File: config.mk
export PLATFORM = sky130hd
export DESIGN_NAME = led_frame_sequencer
export DESIGN_NICKNAME = d
export VERILOG_FILES = /design/src/rtl/led_frame_sequencer.sv
export SDC_FILE = /design/constraint.sdc
export NUM_CORES = 1
export LEC_CHECK = 0
export CAP_MARGIN = 25
export CORE_AREA = 2 2 99 101
export CTS_CLUSTER_SIZE = 30
export DETAILED_ROUTE_END_ITERATION = 10
export DIE_AREA = 0 0 101 103
export GPL_ROUTABILITY_DRIVEN = 0
export PLACE_DENSITY = 0.81
export SLEW_MARGIN = 5
export SYNTH_ARGS = -nofsm -noshare
export SYNTH_HDL_FRONTEND = slang
export SYNTH_SLANG_ARGS = --single-unit
File: constraint.sdc
create_clock -name in_clk -period 7.6 [get_ports in_clk]
set_clock_uncertainty 0.1 [all_clocks]
set_input_delay 1.9 -clock in_clk [delete_from_list [all_inputs] [get_ports in_clk]]
set_output_delay 1.9 -clock in_clk [all_outputs]
set_load 0.02 [all_outputs]
File: src/rtl/led_frame_sequencer.sv
// Command sequencer for a MAX7219-class SPI LED driver: sends the power-up init list,
// then refreshes the 8 row registers, and slots pending intensity updates in between frames.
module led_frame_sequencer #(
    parameter int unsigned REFRESH_DIV = 50000,
    parameter int unsigned ACK_TIMEOUT = 64,
    parameter logic [3:0]  INIT_INT    = 4'h8,
    parameter logic [2:0]  SCAN_LIMIT  = 3'd7
) (
    input  logic        in_clk,
    input  logic        in_rst,
    input  logic        in_wr_en,
    input  logic [2:0]  in_wr_row,
    input  logic [7:0]  in_wr_data,
    input  logic        in_int_en,
    input  logic [3:0]  in_int_val,
    input  logic        in_IR_READY,
    output logic        out_IR_START,
    output logic [15:0] out_WORD,
    output logic        out_busy,
    output logic        out_init_done,
    output logic        out_frame_done
);
    localparam int IW = $clog2(REFRESH_DIV + 1);
    localparam int AW = $clog2(ACK_TIMEOUT + 1);
    localparam logic [IW-1:0] IDLE_LAST = IW'(REFRESH_DIV - 1);
    localparam logic [AW-1:0] ACK_LAST  = AW'(ACK_TIMEOUT - 1);

    typedef enum logic [2:0] {
        S_LOAD, S_START, S_WAIT_ACK, S_WAIT_DONE, S_NEXT, S_IDLE
    } state_t;

    // Which word list is being walked: init list, single intensity word, or rows.
    typedef enum logic [1:0] {SEQ_INIT, SEQ_INT, SEQ_ROW} seq_t;

    state_t          state, state_n;
    seq_t            seq;
    logic [2:0]      idx;
    logic [7:0]      row_reg [8];
    logic [3:0]      int_latched;
    logic            int_pending;
    logic [AW-1:0]   ack_cnt;
    logic [IW-1:0]   idle_cnt;
    logic [15:0]     word_sel;

    always_comb begin
        word_sel = 16'h0000;
        case (seq)
            SEQ_INIT: begin
                case (idx)
                    3'd0:    word_sel = 16'h0C01;
                    3'd1:    word_sel = 16'h0900;
                    3'd2:    word_sel = {8'h0B, 5'd0, SCAN_LIMIT};
                    3'd3:    word_sel = {8'h0A, 4'd0, INIT_INT};
                    3'd4:    word_sel = 16'h0F00;
                    default: word_sel = 16'h0000;
                endcase
            end
            SEQ_INT: word_sel = {8'h0A, 4'd0, int_latched};
            SEQ_ROW: word_sel = {{5'd0, idx} + 8'd1, row_reg[idx]};
            default: word_sel = 16'h0000;
        endcase
    end

    always_ff @(posedge in_clk or posedge in_rst) begin
        if (in_rst) state <= S_LOAD;
        else        state <= state_n;
    end

    always_comb begin
        state_n        = state;
        out_IR_START   = 1'b0;
        out_busy       = 1'b0;
        out_frame_done = 1'b0;
        case (state)
            S_LOAD:  state_n = S_START;
            S_START: begin
                out_IR_START = 1'b1;
                out_busy     = 1'b1;
                state_n      = S_WAIT_ACK;
            end
            // READY still high here means the driver has not taken the word yet.
            S_WAIT_ACK: begin
                out_busy = 1'b1;
                if (!in_IR_READY)            state_n = S_WAIT_DONE;
                else if (ack_cnt == ACK_LAST) state_n = S_START;
            end
            S_WAIT_DONE: begin
                out_busy = 1'b1;
                if (in_IR_READY) state_n = S_NEXT;
            end
            S_NEXT: begin
                if (seq == SEQ_ROW && idx == 3'd7) begin
                    out_frame_done = 1'b1;
                    state_n        = S_IDLE;
                end else begin
                    state_n = S_LOAD;
                end
            end
            S_IDLE:  if (idle_cnt == IDLE_LAST) state_n = S_LOAD;
            default: state_n = S_LOAD;
        endcase
    end

    always_ff @(posedge in_clk or posedge in_rst) begin
        if (in_rst) begin
            out_WORD      <= 16'h0000;
            out_init_done <= 1'b0;
            seq           <= SEQ_INIT;
            idx           <= 3'd0;
            int_latched   <= 4'd0;
            int_pending   <= 1'b0;
            ack_cnt       <= '0;
            idle_cnt      <= '0;
            for (int i = 0; i < 8; i++) row_reg[i] <= 8'h00;
        end else begin
            if (in_wr_en) row_reg[in_wr_row] <= in_wr_data;
            if (in_int_en) int_latched <= in_int_val;
            case (state)
                S_LOAD:     out_WORD <= word_sel;
                S_START:    ack_cnt <= '0;
                S_WAIT_ACK: if (ack_cnt != ACK_LAST) ack_cnt <= ack_cnt + AW'(1);
                S_NEXT: begin
                    case (seq)
                        SEQ_INIT: begin
                            if (idx == 3'd4) begin
                                out_init_done <= 1'b1;
                                seq           <= SEQ_ROW;
                                idx           <= 3'd0;
                            end else begin
                                idx <= idx + 3'd1;
                            end
                        end
                        SEQ_INT: begin
                            seq <= SEQ_ROW;
                            idx <= 3'd0;
                        end
                        default: begin
                            if (idx == 3'd7) idle_cnt <= '0;
                            idx <= idx + 3'd1;
                        end
                    endcase
                end
                S_IDLE: begin
                    if (idle_cnt == IDLE_LAST) begin
                        seq         <= int_pending ? SEQ_INT : SEQ_ROW;
                        idx         <= 3'd0;
                        int_pending <= 1'b0;
                    end else if (idle_cnt != '1) begin
                        idle_cnt <= idle_cnt + IW'(1);
                    end
                end
                default: ;
            endcase
            // A new request in the same cycle as the clear must survive it.
            if (in_int_en) int_pending <= 1'b1;
        end
    end
endmodule

After elaboration in Yosys (flattened, before gate mapping) --
Cells that the tools add are included.
Cells by class: equal/unequal tests 26, multiplexer cells 36, div/mod/pow operators 0, shift-type cells 0, bitwise logic cells 2, multipliers 0, $lt $le $gt $ge 3, $add $sub $neg 4, reductions and logical operators 18
Operator list (count):
- 64-bit bitwise mux | 1
- 16-bit two-way mux | 4
- 12-bit case mux with 5 select lines | 1
- 16-bit case mux with 3 select lines | 1
- 16-bit case mux with 2 select lines | 1
- 8-bit binary-select mux with 3-bit select | 1
- 8-bit demux with 3-bit select | 1
- 8-bit two-way mux | 3
- 3-bit two-way mux | 6
- 3-bit case mux with 6 select lines | 1
- 16-bit by 1-bit adder with 16-bit output (second input constant) | 1
- 16-bit == test (second input constant) | 1
- 16-bit inequality test (second input constant) | 1
- 2-bit inequality test (second input constant) | 7
- 7-bit case mux with 2 select lines | 1
- 3-bit by 2-bit == test with 1-bit output (second input constant) | 4
- 3-bit == test (second input constant) | 4
- 3-bit case mux with 2 select lines | 2
- 4-bit greater-or-equal comparator (second input constant) | 2
- 3-bit inverter with 4-bit output | 2
- 2-bit case mux with 2 select lines | 2
- 2-bit nonzero test | 4
- 7-bit by 1-bit adder with 7-bit output (second input constant) | 1
- 7-bit by 6-bit == test with 1-bit output (second input constant) | 1
- other kinds (21) | 36
Word-level totals: memories 0, bits of input ports 20, latch bits 0, word-level logic and storage cells 106, output and inout port bits 20, bits in registers 117, memory bits (read-only) 0, RAM bits 0

Longest topological paths before layout --
Gate-level depths: netlist of run 1.
depth in word-level cells 6, gate-level depth with buffers 8

Worst setup path before layout of run 1 --
No wires, ideal clock.
path type register to output, from register state[0], to output out_IR_START, arrival 1313 ps, required time 5600 ps, setup slack 4287 ps, cell stages (with the launch flop) 4, buffers on the path 1, cell sequence dfrtp_1 > buf_2 > inv_1 > nor3_1
On the way: cells in the longest elaborated chain, start to end 2
Ends and longest elaborated chain:
- start, declared | RTL line 35 | state_t state, state_n;
- start signal, assigned | RTL line 66 | else state <= state_n;
- 3-bit by 1-bit == test with 1-bit output | RTL line 74 | case (state)
- 1-bit two-way mux | RTL line 74
- end, declared | RTL line 17 | output logic out_IR_START,
Every way passes these cells.

Worst setup path after layout of run 1 --
from register idx[1], to output out_frame_done
On the way: cells in the longest elaborated chain, start to end 4
Ends and longest elaborated chain:
- start, declared | RTL line 37 | logic [2:0] idx;
- start signal, assigned | RTL line 130 | idx <= idx + 3'd1;
- start signal, assigned | RTL line 139 | idx <= idx + 3'd1;
- 3-bit == test | RTL line 92 | if (seq == SEQ_ROW && idx == 3'd7) begin
- 1-bit logical AND | RTL line 92
- 1-bit two-way mux | RTL line 92
- 1-bit two-way mux | RTL line 74
- end, declared | RTL line 21 | output logic out_frame_done
Every way passes these cells.

==> flow_summary.yaml, run 1 <==
status:
  status: "finished, final reports clean"
setup_path:
  startpoint: "idx[1]$_DFFE_PP0P_"
  worst-path-buf-inv: 1
  cp_data_required_time_ps: 5600
  cp_top_family: "flip-flops"
  startpoint_type: "flop"
  critPathKind: "reg -> out"
  crit_arrival_ps: 2770
  critPathMostFrequentCell: "ha_1"
  crit_chain: "ha_1, ha_1, and3_1, clkdlybuf4s50_1"
  rr_startpoint: "idx[1]$_DFFE_PP0P_"
  cpMaxStageDelayCell: "dfrtp_1"
  cpPeakStageDelay_ps: 920
  critPathMaxFanout: 19
  critPathCaptureType: "primary output"
synthesis:
  synth_area_per_cell_sq_um: 12.4
  synth_top_area_share: 0.512
  synthTopCellsByArea: "dfrtp_1 51%, mux2_2 14%, mux4_2 6.5%"
  ys_seq_area_frac: 0.512
  synth_most_common_cell: "dfrtp_1"
  synth_flop_cell: "dfrtp_1"
  synth_area_leader_cell: "dfrtp_1"
  synth_common_cells: "113 x dfrtp_1, 70 x mux2_2, 26 x nand2_1"
  synthDistinctLibCells: 58
  synthesis.area_sq_um: 5530
  async_flop_share: 1.00
  ys_ff_latch: 113
  synth-edff-count: 0
  yosysWarnings: 0
  synthCells: 445
placement:
  dp_hpwl_um: 7440
  post-place-cells: 574
  dpl_worst_slack_ps: 3370
  place_area_sq_um: 5940
  portBuffers: 35
floorplan:
  die_h_um: 103
  die_w_um: 101
  die_area_sq_um: 10400
  placementRows: 36
  start_util: 0.584
  core_area_sq_um: 9460
  io_pins: 40
timing:
  fmax_ghz: 0.209
  min_period_ps: 4770
  tns_ps: 0
  final_max_slew_viol_count: 0
  setup_slack_ps: 2830
  post-route-period-util: 0.628
  timing.slew.headroom: 0.393
  rsz0062_at_grt: "no"
  setup_viol: 0
  hold_violations: 0
  worst_pin_slew_ps: 907
layout:
  seqCellArea_sq_um: 2830
  multi_input_area_sq_um: 2550
  finalNetCount: 507
  instances_no_fill: 606
  largest_reg_flops: 64
  n_antenna_cell: 0
  drive_gt1_frac: 0.262
  syn2layout_area_growth_pct: 18.8
  stdcell_area_sq_um: 6560
  fillCellCount: 654
cts:
  cts_buffer_depth: 2
  htree_num_levels: 4
  clk_pin_slew_ps: 60
  root_buffer: "clkbuf_8"
  hold_buffers: 0
  cts_setup_buffers: 0
  cts_tree: "done"
  cts_made_buffers: 17
  numClockSinks: 113
  post_cts_resize_count: 0
  clk_latency_ps: 520
pwr:
  irDropWorstVdd_v: 0.000188
  leakage_nw: 2.80
  powerDensity_nw_per_um2: 258
drt:
  routedWlPerCell_um: 18.6
  drcViolationCount: 0
  vias: 3712
  drt_iter0_markers: 142
  ant_nets: 0
  vias_per_cell: 6.13
  finalWirelength_um: 11300
  dr.pass1.iters: 4
worst_hold_path:
  hold_start: "out_init_done$_DFFE_PP0P_"
  min-delay-path-class: "reg -> reg"
grt:
  grt-ovfl-total: 0
  grt_max_degree: 60
  grtUsageTotal: 0.239
  grt_antenna_before_repair: 0
  grt_first_pass_wirelength_um: 18700
  grt_pass1_vias: 3778
job:
  maxCapViolations: 0
==> worst paths after layout <==
| kind | to | slack (ps) | cells past startpoint |
|---|---|---|---|
| max | out_frame_done | 2830 | 4 |
| min | out_init_done$_DFFE_PP0P_ | 380 | 1 |
| max reg2reg | idle_cnt[3]$_DFFE_PP0P_ | 4690 | 7 |
| max in group asynchronous | row_reg[18]$_DFFE_PP0P_ | 4460 | 3 |
| min in group asynchronous | out_WORD[8]$_DFFE_PP0P_ | 1730 | 2 |
| min reg2reg | out_init_done$_DFFE_PP0P_ | 380 | 1 |
==> placed cells by master, fill, tap and decap left out, types with 3 or more instances in the layout <==
cell               n
nand2_1           26
a2bb2oi_1          3
nor3_1            10
or2_1              3
nand3_1            9
nand2b_1           5
nand4_1            6
clkbuf_16         16
mux2i_1           10
clkbuf_8           4
bufinv_16          4
nor2b_1            5
a21oi_1           16
nor3b_2            3
dfrtp_1          113
inv_1              7
o31ai_1            4
mux2_2            70
clkbuf_1           4
clkdlybuf4s50_1   35
conb_1             4
o21a_1             4
nor2_1            22
nand4b_1           3
o21ai_0           12
mux4_2            16
clkinvlp_4         3
and3_1             5
o21ai_1            6
a31oi_1            7
xor2_1             4
nor4_1             3
ha_1               8
==> cell type report <==
cell class | count | area share
Sequential cell | 113 | 0.431
Multi-Input combinational cell | 302 | 0.389
Clock buffer | 24 | 0.0717
Timing Repair Buffer | 37 | 0.0587
Clock inverter | 8 | 0.0231
Tap cell | 114 | 0.0217
Inverter | 8 | 0.00496
==> report_power, final <==
part,internal [W],switching (W),total (W)
Sequential,0.000680,0.0000394,0.000719
Clock,0.000559,0.000265,0.000823
Combinational,0.0000955,0.0000555,0.000151
==> cells by family (layout without fill, tap and decap cells) <==
family | count (synthesis) | after routing | synth area share
buffers and inverters | 33 | 77 | 0.0281
adders and majority gates | 8 | 8 | 0.0181
DFF | 113 | 113 | 0.512
and+or+nand+nor | 116 | 116 | 0.118
other | 1 | 4 | 0.000679
xor gates and xnor gates | 4 | 4 | 0.00634
AOI/OAI and AO/OA | 74 | 74 | 0.0906
muxes | 96 | 96 | 0.226
==> layer usage <==
layer | GRT usage | share of wire | vias to the layer above
met3 | 0.0637 | 0.039 | 22
li1 | - | - | 1715
met1 | 0.301 | 0.43 | 1877
met4 | 0.117 | 0.023 | 0
met2 | 0.387 | 0.51 | 98
met5 | 0 | 0 | -
==> worst register-to-register path: stages (launching register included) <==
cell     delay [ps]
dfrtp_1         920
ha_1            340
ha_1            220
a21oi_1         100
nor3b_2         270
o31ai_4         130
nor2_1          490
a31oi_1         180
==> per-stage QoR <==
step                power [W]   util  hold WS (ps)
floorplan            0.000832      -           343
global placement     0.000865  0.625           358
detailed placement   0.000879  0.628           364
CTS                   0.00171  0.694           386
global route          0.00176  0.694           410
finish                0.00169  0.694           384
No activity file was read; power rests on OpenSTA's default activity.
==> inputs of run 2 (changes only) <==
Settings changed: CORE_AREA 2 2 99 101 to 2 2 100 102, DIE_AREA 0 0 101 103 to 0 0 102 104, PLACE_DENSITY 0.81 to 0.79.
Clock period 7.6 ns to 4.9 ns, I/O delays scaled along.
==> run 2 against run 1 <==
- via count barely moved
- non-clock buffer count up 1
- utilization fell by 1.2 points
- design area decreased by 0.74%
- global-route usage decreased by 0.18 points
- worst hold slack better by 1.2 ps
- flip-flop and latch count did not move
- critical path depth unchanged
- combinational power up 54%
- setup slack lost 2000 ps
- first-iteration DRC count grew 23%
- cell count up 3.1%
==> flow_summary.yaml, run 2 (same netlist as run 1, synthesis figures left out) <==
pwr:
  clkPwrFrac: 0.463
  irDropWorstVdd_v: 0.000313
  leakage_nw: 2.77
  seqPwrFrac: 0.445
  power_switching_w: 0.000562
  swShare: 0.224
  p_int_w: 0.00195
  comb_power_share: 0.093
  powerDensity_nw_per_um2: 385
grt:
  grt_pass1_vias: 3759
  grt_max_degree: 65
  met1_usage: 0.314
  grt_antenna_before_repair: 0
  use_met3: 0.0645
  grtUsageTotal: 0.237
  grt_first_pass_wirelength_um: 19100
  grt_busiest_layer: "met2"
  use_met2: 0.374
  grt-ovfl-total: 0
cts:
  hold_buffers: 0
  numClockSinks: 113
  cts_setup_buffers: 0
  clk_latency_ps: 530
  cts_tree: "done"
  cts_buffer_depth: 2
  post_cts_resize_count: 0
  clk_pin_slew_ps: 60
  root_buffer: "clkbuf_8"
  htree_num_levels: 4
  cts_made_buffers: 17
worst_hold_path:
  worstHoldPathCells: 2
  min-delay-path-class: "reg -> reg"
  hold_start: "out_WORD[9]$_DFFE_PP0P_"
  whs_endpoint: "out_WORD[9]$_DFFE_PP0P_"
setup_path:
  critPathKind: "reg -> out"
  crit_arrival_ps: 2780
  worst-path-buf-inv: 1
  reg2reg_depth: 7
  crit_chain: "ha_1, ha_1, and3_1, clkdlybuf4s50_1"
  critPathMaxFanout: 19
  startpoint_type: "flop"
  cp_data_required_time_ps: 3580
  cpPeakStageDelay_ps: 940
  r2r-end: "idle_cnt[8]$_DFFE_PP0P_"
  critPathCaptureType: "primary output"
  rr_startpoint: "idx[1]$_DFFE_PP0P_"
  startpoint: "idx[1]$_DFFE_PP0P_"
  cpMaxStageDelayCell: "dfrtp_1"
  critPathMostFrequentCell: "ha_1"
  ff2ff_setup_slack_ps: 1990
  cp_top_family: "flip-flops"
drt:
  finalWirelength_um: 11500
  ant_nets: 0
  dr.pass1.iters: 4
  routedWlPerCell_um: 18.4
  vias_per_cell: 5.94
  drt_iter0_markers: 175
  vias: 3715
  drcViolationCount: 0
job:
  maxCapViolations: 0
floorplan:
  die_h_um: 104
  placementRows: 36
  die_area_sq_um: 10600
  core_area_sq_um: 9550
  start_util: 0.579
  io_pins: 40
  die_w_um: 102
layout:
  largest_reg_flops: 64
  multi_input_area_sq_um: 2550
  drive_gt1_frac: 0.264
  final_cell_mix: "113 x dfrtp_1, 70 x mux2_2, 35 x clkdlybuf4s50_1"
  n_antenna_cell: 0
  layout_commonest_cell: "dfrtp_1"
  syn2layout_area_growth_pct: 17.9
  instances_no_fill: 625
  stdcell_area_sq_um: 6520
  finalNetCount: 508
  seqCellArea_sq_um: 2830
  fillCellCount: 716
timing:
  min_period_ps: 4100
  setup_viol: 0
  hold_violations: 0
  fmax_ghz: 0.244
  timing.slew.headroom: 0.392
  tns_ps: 0
  rsz0062_at_grt: "no"
  timing.hold.ws_ps: 385
  post-route-period-util: 0.838
  final_max_slew_viol_count: 0
  worst_pin_slew_ps: 912
placement:
  portBuffers: 35
  dp_hpwl_um: 7440
  place_area_sq_um: 5950
  post-place-cells: 594
status:
  status: "finished, final reports clean"
run 2: cell types whose count changed in the layout (fill, tap and decap cells not counted):
cell        previous run  this run
buf_4                  1         3
clkbuf_8               4         3
clkinvlp_4             3         4
buf_16                 1         0
clkinv_2               0         2
clkbuf_1               4         3
bufinv_16              4         2
run 2: area by class of cell:
| class | instances | area share |
|---|---|---|
| Clock buffer | 22 | 0.0695 |
| Clock inverter | 9 | 0.0167 |
| Inverter | 8 | 0.00499 |
| Multi-Input combinational cell | 302 | 0.392 |
| Sequential cell | 113 | 0.434 |
| Tap cell | 133 | 0.0255 |
| Timing Repair Buffer | 38 | 0.0572 |
run 2: tightest hold or removal path, delay by kind of cell (launching register included):
family / cells / cell delay (ps)
AO/OA/AOI/OAI: 1 / 60
AND/OR/NAND/NOR: 1 / 50
flip-flops: 1 / 340
run 2: routing by layer:
metal  part of all wire  vias up
li1                   -     1719
met1               0.43     1887
met2               0.51       89
met3              0.044       20
met4              0.018        0
met5                  0        -
run 2: power groups by stage:
stage | clock, W | combinational [W] | sequential (W)
final | 0.00116 | 0.000233 | 0.00112
after global routing | 0.00123 | 0.000256 | 0.00113
after CTS | 0.00118 | 0.000237 | 0.00112
after detailed placement | 0 | 0.000235 | 0.00113
after global placement | 0 | 0.000224 | 0.00112
after floorplan | 0 | 0.000186 | 0.00111
run 2: worst max-delay path by stage:
stage	slack, ps	endpoint	depth (start not counted)
4_1_cts	760	out_frame_done	4
3_3_place_gp	1360	out_frame_done	4
3_5_place_dp	1340	out_frame_done	4
6_report	800	out_frame_done	4
2_1_floorplan	590	ack_cnt[0]$_DFFE_PP0P_	1
5_1_grt	630	out_frame_done	4
run 2: metrics by stage:
stage           util  power, W  setup WS (ps)
2_1_floorplan      -   0.00129            588
3_3_place_gp   0.623   0.00134           1360
3_5_place_dp   0.623   0.00136           1340
4_1_cts        0.682   0.00253            762
5_1_grt        0.682   0.00262            631
6_report       0.682   0.00251            795
==> inputs of run 3 (changes only) <==
Clock period 4.9 ns to 3.8 ns, I/O delays scaled along.
==> run 3 against run 2 <==
- setup slack worse by 510 ps
- flip-flop and latch count unchanged
- via count down 0.81%
- wire length down 1.3%
- register-to-register slack worse by 610 ps
- first-iteration DRC count down 5.7%
- utilization up 0.43 points
- critical path depth down 1
- critical endpoint is now out_IR_START
- largest power group unchanged
==> flow_summary.yaml, run 3 (same netlist as run 1, synthesis figures left out) <==
cts:
  cts_buffer_depth: 2
  cts_setup_buffers: 0
  clk_pin_slew_ps: 50
  htree_num_levels: 4
  post_cts_resize_count: 0
  clk_latency_ps: 520
  hold_buffers: 0
  cts_tree: "done"
  cts_made_buffers: 17
  numClockSinks: 113
  root_buffer: "clkbuf_8"
timing:
  tns_ps: 0
  worst_pin_slew_ps: 940
  rsz0062_at_grt: "no"
  post-route-period-util: 0.924
  min_period_ps: 3510
  final_max_slew_viol_count: 0
  timing.hold.ws_ps: 376
  hold_violations: 0
  timing.slew.headroom: 0.371
  setup_viol: 0
  fmax_ghz: 0.285
drt:
  vias: 3685
  drt_iter0_markers: 165
  vias_per_cell: 5.90
  dr.pass1.iters: 5
  ant_nets: 0
  routedWlPerCell_um: 18.1
  finalWirelength_um: 11300
  drcViolationCount: 0
layout:
  syn2layout_area_growth_pct: 18.7
  largest_reg_flops: 64
  layout_commonest_cell: "dfrtp_1"
  n_antenna_cell: 0
  finalNetCount: 512
  drive_gt1_frac: 0.266
  final_cell_mix: "113 x dfrtp_1, 70 x mux2_2, 35 x clkdlybuf4s50_1"
grt:
  grt_first_pass_wirelength_um: 18900
  grt-ovfl-total: 0
  grt_pass1_vias: 3726
  grtUsageTotal: 0.234
  grt_max_degree: 70
  grt_antenna_before_repair: 0
worst_hold_path:
  min-delay-path-class: "reg -> reg"
floorplan:
  start_util: 0.579
  die_w_um: 102
  die_area_sq_um: 10600
  io_pins: 40
  core_area_sq_um: 9550
  die_h_um: 104
  placementRows: 36
setup_path:
  cp_data_required_time_ps: 2750
  critPathMaxFanout: 11
  startpoint_type: "flop"
  critPathKind: "reg -> out"
  crit_arrival_ps: 2460
  critPathCaptureType: "primary output"
pwr:
  leakage_nw: 2.80
  powerDensity_nw_per_um2: 497
  irDropWorstVdd_v: 0.000381
status:
  status: "finished, final reports clean"
job:
  maxCapViolations: 0
placement:
  portBuffers: 35
  dp_hpwl_um: 7540
[run 3: changes by cell type in the layout (fill, tap and decap cells not counted), sizes merged]
cell	previous run	this run
bufinv	2	3
clkinvlp	4	3
clkinv	3	1
inv	8	7
buf	3	7
clkbuf	22	21
[run 3: final cells by class]
class                   instances  area, sq um
clock buffers                  21          449
clock inverters                 6          110
fillers                       694         2990
inverters                       8         33.8
multi-input cells             302         2550
flip-flops and latches        113         2830
well taps                     133          166
repair buffers                 42          415
[run 3: where the power goes]
part,internal [W],total [W],switching (W)
logic,0.000194,0.000304,0.000110
registers,0.00136,0.00144,0.0000778
clock network,0.00101,0.00152,0.000505
[run 3: through the flow]
| step | worst slack, ps | instance area (sq um) | std cells | utilization | total power [W] |
|---|---|---|---|---|---|
| after global placement | 886 | 6000 | 598 | 0.628 | 0.00173 |
| after CTS | 330 | 6560 | 625 | 0.687 | 0.00328 |
| final | 289 | 6560 | 625 | 0.687 | 0.00326 |
| after global routing | 199 | 6560 | 625 | 0.687 | 0.00338 |
| after detailed placement | 883 | 6000 | 598 | 0.628 | 0.00176 |
| after floorplan | 1380 | 5540 | 448 | - | 0.00166 |
[run 3: worst paths after layout]
| check | end | from | slack [ps] | cells after the start |
|---|---|---|---|---|
| max | out_IR_START | state[0]$_DFFE_PP0P_ | 290 | 3 |
| min | seq[1]$_DFFE_PP0P_ | int_pending$_DFFE_PP0P_ | 380 | 1 |
| max reg2reg | idle_cnt[6]$_DFFE_PP0P_ | idle_cnt[0]$_DFFE_PP0P_ | 1380 | 6 |
| min reg2reg | seq[1]$_DFFE_PP0P_ | int_pending$_DFFE_PP0P_ | 380 | 1 |
| max in group asynchronous | row_reg[41]$_DFFE_PP0P_ | in_rst | 2040 | 3 |
| min in group asynchronous | out_WORD[11]$_DFFE_PP0P_ | in_rst | 800 | 2 |
[run 3: metal layers]
layer / global-route usage / vias up / wire (um)
met5: 0 / - / 0
met4: 0.0838 / 0 / 202
met2: 0.370 / 62 / 5810
met3: 0.0605 / 14 / 330
li1: - / 1715 / -
met1: 0.313 / 1894 / 4990
[run 3: critical path: stages, from the launching register on]
cell and delay [ps]:
dfrtp_1 530, inv_1 140, nor3_1 540, clkdlybuf4s50_1 720
==> patch 1: new RTL, flow settings as in run 2 <==
The parameter `REFRESH_DIV` goes from 50000 to 100000.
--- a/src/rtl/led_frame_sequencer.sv
+++ b/src/rtl/led_frame_sequencer.sv
@@ -3,3 +3,3 @@
 module led_frame_sequencer #(
-    parameter int unsigned REFRESH_DIV = 50000,
+    parameter int unsigned REFRESH_DIV = 100000,
     parameter int unsigned ACK_TIMEOUT = 64,
Behaviour: same outputs for any inputs over 10 cycles, from zero or initial values and one cycle with in_rst high; that may be too few to reach the edited logic, so the function may still have changed.
==> patch 1 against run 2 <==
Critical path depth decreased by 1; core utilization increased by 0.77 points; synthesized area increased by 1.6%; sequential cell count rose by 1; routed wire length grew 4.5%; setup slack gained 0.27 ns; cell area up 1.1%; highest routed layer unchanged.
Power is not compared: it rests on default switching activity, and its combinational part moved more than twofold at a synthesized area within 25%.
==> patch 1: results (changes against run 2) <==
[cells_and_area]
stdcell_count=635  ; +1.6%
bufAreaShareNonClock=0.0585  ; +0.00126
multi_input_cells=313  ; +3.6%
inv_count=6  ; -2
n_fill_cell=684  ; -4.5%
layout-drive-gt1-share=0.251  ; -0.0132
multi_input_area_share=0.392  ; about the same
seq_area_sq_um=2850  ; +0.89%

[timing]
finalCritPeriodShare=0.783  ; -0.0550
slew_headroom=0.419  ; +0.0273

[synthesis]
yosys-top-cells-count=114 x dfrtp_1, 69 x mux2_2, 26 x nand2_1
ys_seq_area_frac=0.508  ; -0.00353
ys_types=53  ; -8.6%

[global_routing]
grt_max_degree=67  ; +3.1%
grt_pass1_wl_mm=20.2  ; +5.7%
grt_pass1_vias=4056  ; +7.9%

[critical_path]
crit_family=simple AND/OR/NAND/NOR gates
r2r_end=idle_cnt[4]
r2r_cells=9  ; +2
crit_slowest_cell=clkdlybuf4s50_1
cpPeakStageDelay_ns=0.71  ; -0.23 ns
crit_path_max_fanout=10  ; -9
worstReg2RegStart=idle_cnt[1]
rrSetupSlack_ns=2.34  ; +0.35 ns
crit_start=state[0]

[placed_design]
place_hpwl_mm=7.51  ; +0.96%
placed_cells=604  ; +1.7%
placed_cell_area_sq_um=6010  ; +1.0%
pre_cts_slack_ns=1.60  ; +0.264 ns

[run_status]
status=finished, final reports clean

[worst_hold_path]
hold_path_end=int_pending
min_from=int_pending
min_delay_path_depth=1  ; -1

[route]
num_vias=3901  ; +5.0%
drt_iter0_markers=197  ; +13%
wirelength_mm=12.0  ; +4.5%

[clock_tree]
clkSinkCount=114  ; +0.88%

[floorplan]
fp.dieW_um=102  ; unchanged

## patch 1: changes by cell type after synthesis, moves of 3 or more
cell and delta:
o21ai_0 +12, and3_1 -5, a22o_1 +4, a31oi_1 -4, buf_2 +4, nor3_1 +4, o21ai_1 +4, a21o_1 +3
a2bb2oi_1 -3, nand4_1 +3, nor2b_1 -3, nor3b_1 +3, o311ai_1 +3
## patch 1: per-layer routing
metal | wire [um] | share of wire | global-route usage
met1 | 5050 | 0.42 | 0.322
met2 | 6120 | 0.51 | 0.394
met3 | 633 | 0.053 | 0.0759
met4 | 195 | 0.016 | 0.0771
met5 | 0 | 0 | 0
## patch 1: worst register-to-register path, delay by kind of cell (launching register included)
kind | cells | cell delay (ns)
and+or+nand+nor | 5 | 1.15
DFF | 1 | 0.37
AOI/OAI and AO/OA | 2 | 0.37
adders and majority gates | 2 | 0.46
## patch 1: report_power, final
| part | switching (W) | leakage, nW | internal (W) |
|---|---|---|---|
| clock | 0.000425 | 0.270 | 0.000781 |
| sequential | 0.000169 | 1.42 | 0.00115 |
| combinational | 0.000533 | 1.08 | 0.000520 |
| total | 0.00113 | 2.77 | 0.00245 |
## patch 1: cell families (layout without fill, tap and decap cells)
family          count (synthesis)  count (layout)  share of synthesized area
compound gates                 81              81                     0.0889
xor+xnor                        3               3                    0.00468
flops                         114             114                      0.508
fa+ha+maj                       9               9                     0.0201
mux                            94              94                      0.219
buf+inv                        36              75                     0.0332
simple gates                  122             122                      0.126
other cells                     1               4                   0.000668
## patch 1: metrics by stage
step | total power, W | hold slack, ns
final | 0.00358 | 0.377
after global routing | 0.00376 | 0.404
after CTS | 0.00359 | 0.378
after detailed placement | 0.00237 | 0.366
after global placement | 0.00233 | 0.358
after floorplan | 0.00209 | 0.349
==> patch 2: new RTL, settings of run 2 <==
Made on the original files. Reset style: synchronous (`in_rst`), changed in 2 clocked blocks.
--- a/src/rtl/led_frame_sequencer.sv
+++ b/src/rtl/led_frame_sequencer.sv
@@ -63,3 +63,3 @@
 
-    always_ff @(posedge in_clk or posedge in_rst) begin
+    always_ff @(posedge in_clk) begin
         if (in_rst) state <= S_LOAD;
@@ -103,3 +103,3 @@
 
-    always_ff @(posedge in_clk or posedge in_rst) begin
+    always_ff @(posedge in_clk) begin
         if (in_rst) begin
Behaviour: differs if in_rst is asserted again (counterexample within 4 cycles, from zero or initial values and one cycle with in_rst high); with in_rst held inactive, the same outputs for 10 cycles.
==> patch 2 against run 2 <==
Cell area grew 2.3%; power grew 5.6%; routed wire length grew 8.8%; sequential cell count grew 3; synthesized area grew 2.8%; setup slack gained 0.25 ns; count of clock-buffer cells in the layout shrank 5; combinational power grew 45%; largest power group unchanged.
==> patch 2: results (changes against run 2) <==
[route]
wirelength_mm=12.5  ; +8.8%
num_vias=4094  ; +10%
drt_iter0_markers=181  ; +3.4%
firstDrtPassIters=5  ; +1

[global_routing]
grt_max_degree=34  ; -48%
grt_pass1_vias=3963  ; +5.4%
antenna_found_initial=0  ; unchanged
grt_pass1_wl_mm=20.1  ; +5.1%
grt_use_total=0.250  ; +0.0124

[clock_tree]
h-tree-depth=4  ; unchanged
cts_root_buffer=clkbuf_8
cts_buffers=17  ; unchanged
clkLatencyLatePin_ns=0.52
cts_setup_buffers=0  ; unchanged
cts.path.max_buffers=2  ; unchanged
clk_pin_slew_ns=0.06  ; about the same
cts_resized=0  ; unchanged

[synthesis]
ys_types=69  ; +19%
synth_area_leaders=edfxtp_1 34%, dfxtp_1 18%, and2_1 7.4%
yosys-top-cells-count=67 x and2_1, 64 x edfxtp_1, 52 x dfxtp_1
async_flop_share=0  ; -1.00
ys_seq_area_frac=0.522  ; +0.00981
synth_edf_count=64  ; +64
yosysWarningCount=0  ; unchanged

[critical_path]
r2r_end=idle_cnt[6]
rrSetupSlack_ns=2.07  ; +0.08 ns
crit_start=state[2]
crit_path_max_fanout=15  ; -4
critical_path_arrival_ns=2.53  ; -0.25 ns
worstReg2RegStart=state[0]
crit_end=out_frame_done
r2r_cells=6  ; -1

[placed_design]
place_hpwl_mm=8.47  ; +14%
io_buffer_count=35  ; unchanged
pre_cts_slack_ns=1.23  ; -0.108 ns

[pwr]
ir_drop_v=0.000257  ; -18%
cellLeakagePower_nw=2.30  ; -17%

[worst_hold_path]
min_path_type=reg -> reg
min_from=out_WORD[4]

[timing]
setup_ws_ns=1.04  ; +0.246 ns
slew_headroom=0.338  ; -0.0532

[cells_and_area]
diodes=0  ; unchanged
layout-drive-gt1-share=0.159  ; -0.106
nets=570  ; +12%
largest_register_ffs=64  ; unchanged

[run_status]
status=finished, final reports clean

-- patch 2: changes by cell type after synthesis, sizes merged, moves of 6 or more --
cell    change
a21oi      +13
and2       +66
dfrtp     -113
dfxtp      +52
edfxtp     +64
mux2       -69
mux2i       +6
nor2       +25
or4        +11
-- patch 2: layout make-up --
class	instances	area, sq um
well taps	133	166
clock buffers	17	414
flip-flops and latches	116	2960
clock inverters	15	143
multi-input cells	359	2540
inverters	6	22.5
repair buffers	42	412
fillers	703	2890
-- patch 2: how the worst min path moves through the flow --
stage	end	slack, ns	depth (start not counted)
after floorplan	int_pending	0.36	2
after global placement	out_WORD[5]	0.34	2
after detailed placement	out_WORD[4]	0.34	2
after CTS	out_WORD[4]	0.36	2
after global routing	out_WORD[4]	0.39	2
final	out_WORD[4]	0.36	2
-- patch 2: critical path, stage by stage, from the launching register on --
cell	delay [ns]
dfxtp_1	0.58
nor3b_2	0.42
nand3_1	0.19
nor2_1	0.20
clkdlybuf4s50_1	0.63
-- patch 2: routing by layer --
layer	part of all wire	vias up	routed length [um]	track usage
li1	-	1953	-	-
met1	0.40	1980	5040	0.313
met2	0.51	136	6370	0.414
met3	0.056	25	703	0.0612
met4	0.031	0	382	0.0952
met5	0	-	0	0
-- patch 2: cell families after synthesis --
family          synth area share
compound gates             0.103
xor+xnor                 0.00771
fa+ha+maj                 0.0176
buf+inv                   0.0326
flops                      0.522
mux                       0.0936
other cells             0.000660
simple gates               0.223
-- patch 2: report_power, final --
group | switching, W | internal (W)
combinational | 0.000185 | 0.000152
clock | 0.000478 | 0.000683
sequential | 0.0000618 | 0.00109
-- patch 2: stage by stage --
stage / utilization / std cells / instance area (sq um)
floorplan: - / 509 / 5690
global placement: 0.636 / 653 / 6080
detailed placement: 0.637 / 654 / 6090
CTS: 0.696 / 686 / 6640
global route: 0.698 / 688 / 6660
finish: 0.698 / 688 / 6660
